`src/rtl/multi_chan_scoreboard.sv`:
```
// multi_chan_scoreboard: shadows NCH FIFO occupancies, tags one pushed word and checks it when it is popped
module multi_chan_scoreboard #(
    parameter int NCH   = 4,
    parameter int WIDTH = 8,
    parameter int DEPTH = 8,
    parameter int CNTW  = $clog2(DEPTH + 1),
    parameter int CHW   = (NCH > 1) ? $clog2(NCH) : 1
) (
    input  logic                 clk,
    input  logic                 rst,
    input  logic                 start,
    input  logic                 rearm,
    input  logic [NCH-1:0]       push,
    input  logic [NCH-1:0]       pop,
    input  logic [NCH*WIDTH-1:0] data_in,
    input  logic [NCH*WIDTH-1:0] data_out,
    output logic [NCH-1:0]       full,
    output logic [NCH-1:0]       empty,
    output logic                 tracking,
    output logic [CHW-1:0]       track_chan,
    output logic                 data_out_vld,
    output logic                 prop_signal
);
    localparam logic [1:0] IDLE = 2'd0, WAIT = 2'd1, DONE = 2'd2;
    localparam logic [CNTW-1:0] DEPTH_C = CNTW'(DEPTH);
    logic [CNTW-1:0]  cnt [NCH];
    logic [NCH-1:0]   lpush, lpop;
    logic [1:0]       state;
    logic [WIDTH-1:0] tag;
    logic [CNTW-1:0]  ahead;
    logic [CHW-1:0]   sel;
    always_comb begin
        lpop  = '0;
        full  = '0;
        empty = '0;
        for (int i = 0; i < NCH; i++) begin
            lpop[i]  = pop[i] && cnt[i] != '0;
            full[i]  = cnt[i] == DEPTH_C;
            empty[i] = cnt[i] == '0;
        end
    end
    always_comb begin
        lpush = '0;
        for (int i = 0; i < NCH; i++)
            lpush[i] = push[i] && (cnt[i] < DEPTH_C || lpop[i]);
    end
    // descending scan so the lowest pushing channel wins the tag
    always_comb begin
        sel = '0;
        for (int i = NCH - 1; i >= 0; i--)
            if (lpush[i]) sel = CHW'(i);
    end
    assign tracking = state == WAIT;
    always_ff @(posedge clk) begin
        if (!rst) begin
            for (int i = 0; i < NCH; i++) cnt[i] <= '0;
            state        <= IDLE;
            track_chan   <= '0;
            data_out_vld <= 1'b0;
            prop_signal  <= 1'b1;
            tag          <= '0;
            ahead        <= '0;
        end else begin
            for (int i = 0; i < NCH; i++)
                cnt[i] <= cnt[i] + CNTW'(lpush[i]) - CNTW'(lpop[i]);
            data_out_vld <= 1'b0;
            case (state)
                IDLE: if (start && |lpush) begin
                    tag        <= data_in[sel*WIDTH +: WIDTH];
                    track_chan <= sel;
                    ahead      <= cnt[sel] - CNTW'(lpop[sel]);
                    state      <= WAIT;
                end
                WAIT: if (lpop[track_chan]) begin
                    if (ahead != '0) ahead <= ahead - CNTW'(1);
                    else begin
                        data_out_vld <= 1'b1;
                        if (data_out[track_chan*WIDTH +: WIDTH] != tag) prop_signal <= 1'b0;
                        state <= DONE;
                    end
                end
                DONE: if (rearm) state <= IDLE;
                default: state <= IDLE;
            endcase
        end
    end
endmodule

```
`config.mk`:
```
export PLATFORM = sky130hd
export DESIGN_NAME = multi_chan_scoreboard
export DESIGN_NICKNAME = d
export VERILOG_FILES = /design/src/rtl/multi_chan_scoreboard.sv
export SDC_FILE = /design/constraint.sdc
export NUM_CORES = 1
export LEC_CHECK = 0
export ABC_AREA = 1
export CAP_MARGIN = 20
export CELL_PAD_IN_SITES_DETAIL_PLACEMENT = 0
export CELL_PAD_IN_SITES_GLOBAL_PLACEMENT = 1
export CORE_MARGIN = 1.5
export CORE_UTILIZATION = 33
export DETAILED_ROUTE_END_ITERATION = 8
export GPL_TIMING_DRIVEN = 0
export PLACE_DENSITY_LB_ADDON = 0.15
export SLEW_MARGIN = 30
export SYNTH_ARGS = -nofsm -noshare
export SYNTH_HDL_FRONTEND = slang
export SYNTH_SLANG_ARGS = --single-unit
```
`constraint.sdc`:
```
create_clock -name clk -period 2.7 [get_ports clk]
set_input_delay 0.675 -clock clk [delete_from_list [all_inputs] [get_ports clk]]
set_output_delay 0.675 -clock clk [all_outputs]
set_load 0.005 [all_outputs]
```
After elaboration in Yosys (flattened, before gate mapping)
Memories as Yosys holds them, arrays and structs flattened.
Cells that the tools add are included.
- register bits after elaboration: 18
- bits in latches: 0
- bits in writable memories: 16
- memory bits (read-only): 0
- input port bits: 76
- logic and storage cells: 96
- memories kept: 1
- add/sub/neg operators: 10
- multiply operators: 0
- div/mod/pow operators: 0
- order comparisons: 6
- eq/ne operators: 12
- shift-type cells: 2
- mux-type cells: 24
- bitwise operators: 5
- reductions and logical operators: 30
- memories (memory ; words ; width ; rd ports ; clocked after memory_dff ; write ports ; RTL line ; source):
    cnt ; 4 ; 4 ; 5 ; 0 ; 4 ; 26 ; logic [CNTW-1:0] cnt [NCH];
- operators by type and width (cell ; count):
    indexed part select 32 x 6 -> 8 bit ; 2
    2-to-1 mux 4 bit ; 7
    nonzero test 4 bit ; 5
    subtractor 4 x 1 -> 4 bit ; 5
    adder 4 x 1 -> 4 bit ; 4
    == test 4 bit, second input constant ; 4
    zero test 4 bit ; 4
    less-than comparator 4 bit, second input constant ; 4
    2-to-1 mux 2 bit ; 8
    AND reduction 4 bit ; 3
    logical AND 1 bit ; 9
    != test 8 bit ; 1
    one-hot mux 4 bit (2 select lines) ; 1
    less-than comparator 2 x 3 -> 1 bit, second input constant ; 2
    != test 2 bit, second input constant ; 3
    one-hot mux 2 bit (3 select lines) ; 1
    2-to-1 mux 1 bit ; 5
    binary-select mux 1 bit (select 2 bit) ; 2
    logical OR 1 bit ; 4
    != test 2 x 1 -> 1 bit, second input constant ; 2
    OR 1 bit ; 4
    OR reduction 4 bit ; 1
    subtractor 4 x 1 -> 4 bit, second input constant ; 1
    AND reduction 3 bit ; 1
    other kinds (6) ; 6

Longest topological paths before layout
- depth in word-level cells: 13
- depth in mapped cells: 18

Worst setup path after synthesis
OpenSTA, ideal clock, no wires.
- path kind: register -> register
- start: memory cnt[0][3] (netlist name)
- end: register ahead[2]
- setup time: 0.070 ns
- arrival time: 2.296 ns
- required time: 2.630 ns
- slack: 0.334 ns
- cell stages (with the launch flop): 16
- buffers on the path: 1
- cells stage by stage: dfxtp_1 inv_1 ha_1 inv_1 nor2_4 nor2_4 o21ai_4 nand3_2 buf_1 a21oi_1 a22oi_1 ha_1 ha_1 xnor2_1 nand2_1 a21oi_1
- RTL lines (element ; RTL line ; source):
    start, declared ; 26 ;
    end signal, assigned ; 71 ; ahead <= cnt[sel] - CNTW'(lpop[sel]);
    end signal, assigned ; 75 ; if (ahead != '0) ahead <= ahead - CNTW'(1);
    end, declared ; 30 ; logic [CNTW-1:0] ahead;

Worst setup path in the final report
- start: input pop[3]
- end: register ahead[1]
- word-level cells in the longest chain between the ends: 12
- elaborated cells between the ends (all ways): 20
- RTL lines (element ; RTL line ; source):
    start, declared ; 14 ; input logic [NCH-1:0] pop,
    logical AND 1 bit * ; 37 ; lpop[i] = pop[i] && cnt[i] != '0;
    logical OR 1 bit ; 45 ; lpush[i] = push[i] && (cnt[i] < DEPTH_C || lpop[i]);
    logical AND 1 bit ; 45 ;
    2-to-1 mux 2 bit (4 in a row) ; 51 ; if (lpush[i]) sel = CHW'(i);
    binary-select mux 1 bit (select 2 bit) ; 71 ;
    2-to-1 mux 1 bit (not written as such) ; 71 ;
    subtractor 4 x 1 -> 4 bit ; 71 ;
    2-to-1 mux 4 bit ; 68 ; IDLE: if (start && |lpush) begin
    one-hot mux 4 bit (2 select lines) ; 67 ; case (state)
Mark *: on every way between the ends. The rest lies on a longest branch, timed or not. The select of a mux whose other input is x is not followed.
A chain may end at the register's enable or synchronous reset.

==> run_results.csv <==
group,metric,value,unit
drt,vias,2986,
sta,final.min_clock_period,2563,ps
yosys,synth-edff-count,0,
layout,post-route-util,0.4971,
layout,multiInputGateArea,1856,sq um
placed_design,place_congestion,0.8212,
layout,antenna_cells,0,
min_path,min_from,"state[0]",
critical_path,arrival,2780,ps
layout,areaGrowthSynthToFinish,43.97,%
die,die_x,96.18,microns
layout,final_area,4125,sq um
sta,slew_viol_final,0,
yosys,syn_nets,518,
die,initial_core_util,0.3452,
critical_path,required,2920,ps
sta,fmax,0.3902,GHz
clocking,cts_buffer_depth,2,
drt,postRouteAntennaNets,0,
drt,first_pass_iters,4,
min_path,holdPathStages,2,
yosys,syn_area,2865,sq um
placed_design,place_hpwl,6.730,mm
min_path,hold_path_class,"register to register",
layout,layout_common_cells,"clkdlybuf4s50_1 (88), inv_1 (62), nor2_1 (54), o21ai_0 (39), nand2_1 (35)",
grt,track_usage,0.1899,
grt,grt_max_degree,12,
clocking,cts_sinks,34,
critical_path,rr_endpoint,"ahead[1]",
yosys,netlist_instances,412,
yosys,synthFlopType,"dfxtp_1",
die,rows,33,
grt,grt_pass1_wl,13.46,mm
clocking,clk_pin_slew,70,ps
sta,hold_violations,0,
drt,vias_per_cell,4.808,
yosys,ys_ff_latch,34,
placed_design,pre_cts_ws,-547.6,ps
die,coreArea,8299,sq um
clocking,cts_buffers,5,
critical_path,cp-start-kind,"primary input",
layout,nets,621,
sta,worst_pin_slew,519.7,ps
yosys,yosysUniqueCellTypes,38,
grt,antenna_found_initial,0,
layout,stdcell_count,621,
critical_path,reg2reg_depth,16,
power_and_ir_drop,p_per_area,1029,nW/um^2
drt,drt-total-wl,8.439,mm
power_and_ir_drop,p_total,4.245,mW
die,die_y,96.18,microns
die,ios,89,
yosys,syn_avg_cell_area,6.954,sq um
grt,grt-ovfl-total,0,
grt,grt_pass1_vias,2938,
placed_design,portBuffers,88,
layout,layout_commonest_cell,"clkdlybuf4s50_1",
critical_path,crit_type,"primary input to register",
drt,wl_per_cell,13.59,microns
critical_path,worstPathMaxFanout,10,
clocking,postCtsHoldBufs,0,
critical_path,timing.rr.start,"cnt[3][3]",
sta,worst_slack,137.1,ps
sta,setup_viol_count_final,0,
sta,post-route-period-util,0.9492,
placed_design,dp.cells,605,
flow_run,drv_cap,0,
critical_path,endpoint_kind,"register",
layout,drive_gt1_frac,0.1550,
layout,seqCellArea,680.7,sq um
status,status,"complete, no violations",
power_and_ir_drop,leakagePower,1.845,nW
sta,slew_headroom,0.6535,
drt,drc_errors,0,
clocking,h-tree-depth,2,
drt,drt_first_iter_violations,84,
yosys,yosys_warnings,0,
min_path,min_to,"state[0]",
clocking,cts_root_buf,"clkbuf_8",
clocking,clk_latency,280,ps
sta,rsz0062_at_grt,"no",
sta,skew,4.669,ps
yosys,ys_seq_area_frac,0.2376,
yosys,synthArstFlopShare,0,
power_and_ir_drop,peakVddDrop,571.6,uV
layout,fill_cells,841,
critical_path,reg2reg_slack,200,ps
placed_design,placed_area,3877,sq um
die,die-area,9251,sq um
clocking,cts_tree,"built",
[worst max-delay path: stages]
cell and delay [ps]:
clkdlybuf4s50_1 470, nand2_2 90, a21oi_2 140, nand2_1 70, nand2_2 90, nand2_4 80, buf_6 160, o21ai_2 140
o22ai_2 130, ha_4 180, ha_1 260, nand2_1 80, nand2_1 50, a21oi_1 150
[per-stage QoR]
| stage | hold slack, ps | TNS [ps] |
|---|---|---|
| 2_1_floorplan | 457.2 | 0 |
| 3_3_place_gp | 471.9 | -1752 |
| 3_5_place_dp | 479.3 | -1825 |
| 4_1_cts | 490.4 | 0 |
| 5_1_grt | 528.1 | 0 |
| 6_report | 486.4 | 0 |
[state kept, by name, indices dropped and copies added, names as in the netlist]
signal        cells
ahead             4
cnt              16
data_out_vld      1
prop_signal       1
state             2
tag               8
track_chan        2
[layer usage]
| metal | vias to the layer above | wire, microns | track usage |
|---|---|---|---|
| met2 | 71 | 4067 | 0.3545 |
| met4 | 0 | 147 | 0.05637 |
| met5 | - | 0 | 0 |
| met1 | 1350 | 3715 | 0.2149 |
| met3 | 11 | 508 | 0.03791 |
| li1 | 1554 | - | - |
[cell type report]
type / instances / share of cell area
repair buffers: 97 / 0.2299
flip-flops and latches: 34 / 0.1650
clock buffers: 8 / 0.02669
well taps: 105 / 0.03185
multi-input cells: 288 / 0.4498
inverters: 77 / 0.07188
plain buffers: 12 / 0.02487
[power by group]
group	switching, mW	total (mW)	leakage [nW]	internal [mW]
logic	1.61	2.90	1.51	1.29
registers	0.176	0.890	0.282	0.714
clock network	0.195	0.453	0.0575	0.258
[cells by family after synthesis]
| family | Yosys count | synth area share |
|---|---|---|
| AO/OA/AOI/OAI | 111 | 0.2249 |
| flip-flops | 34 | 0.2376 |
| buffers and inverters | 90 | 0.1358 |
| AND/OR/NAND/NOR | 134 | 0.2205 |
| XOR/XNOR | 13 | 0.03974 |
| adder cells (fa/ha/maj) | 30 | 0.1415 |
[worst max path at each step]
stage                   start       end  slack [ps]  depth (start not counted)
floorplan           cnt[0][3]  ahead[2]         330                         15
global placement       pop[2]  ahead[1]        -520                         14
detailed placement     pop[2]  ahead[1]        -550                         14
CTS                    pop[2]  ahead[1]           5                         15
global route        cnt[0][3]  ahead[1]           4                         16
finish                 pop[3]  ahead[1]         140                         14
[synth_stat cells, drive strengths merged, types with 4 or more instances]
library cell / count / area [sq um]
inv: 75 / 284.0
nor2: 60 / 255.2
o21ai: 60 / 349.1
nand2: 48 / 215.2
dfxtp: 34 / 680.7
a21oi: 29 / 152.7
ha: 26 / 325.3
nand3: 17 / 105.1
o22ai: 17 / 106.4
xor2: 12 / 105.1
buf: 11 / 88.84
fa: 4 / 80.08
nor4: 4 / 25.02
[repair_timing]
action	4_1_cts	5_1_grt
pin swaps	3	5
endpoints found under the hold margin	0	0
resized for setup	10	17
setup endpoints to repair	4	4
buffers inserted	4	5
Power figures use the tool's default switching activity.
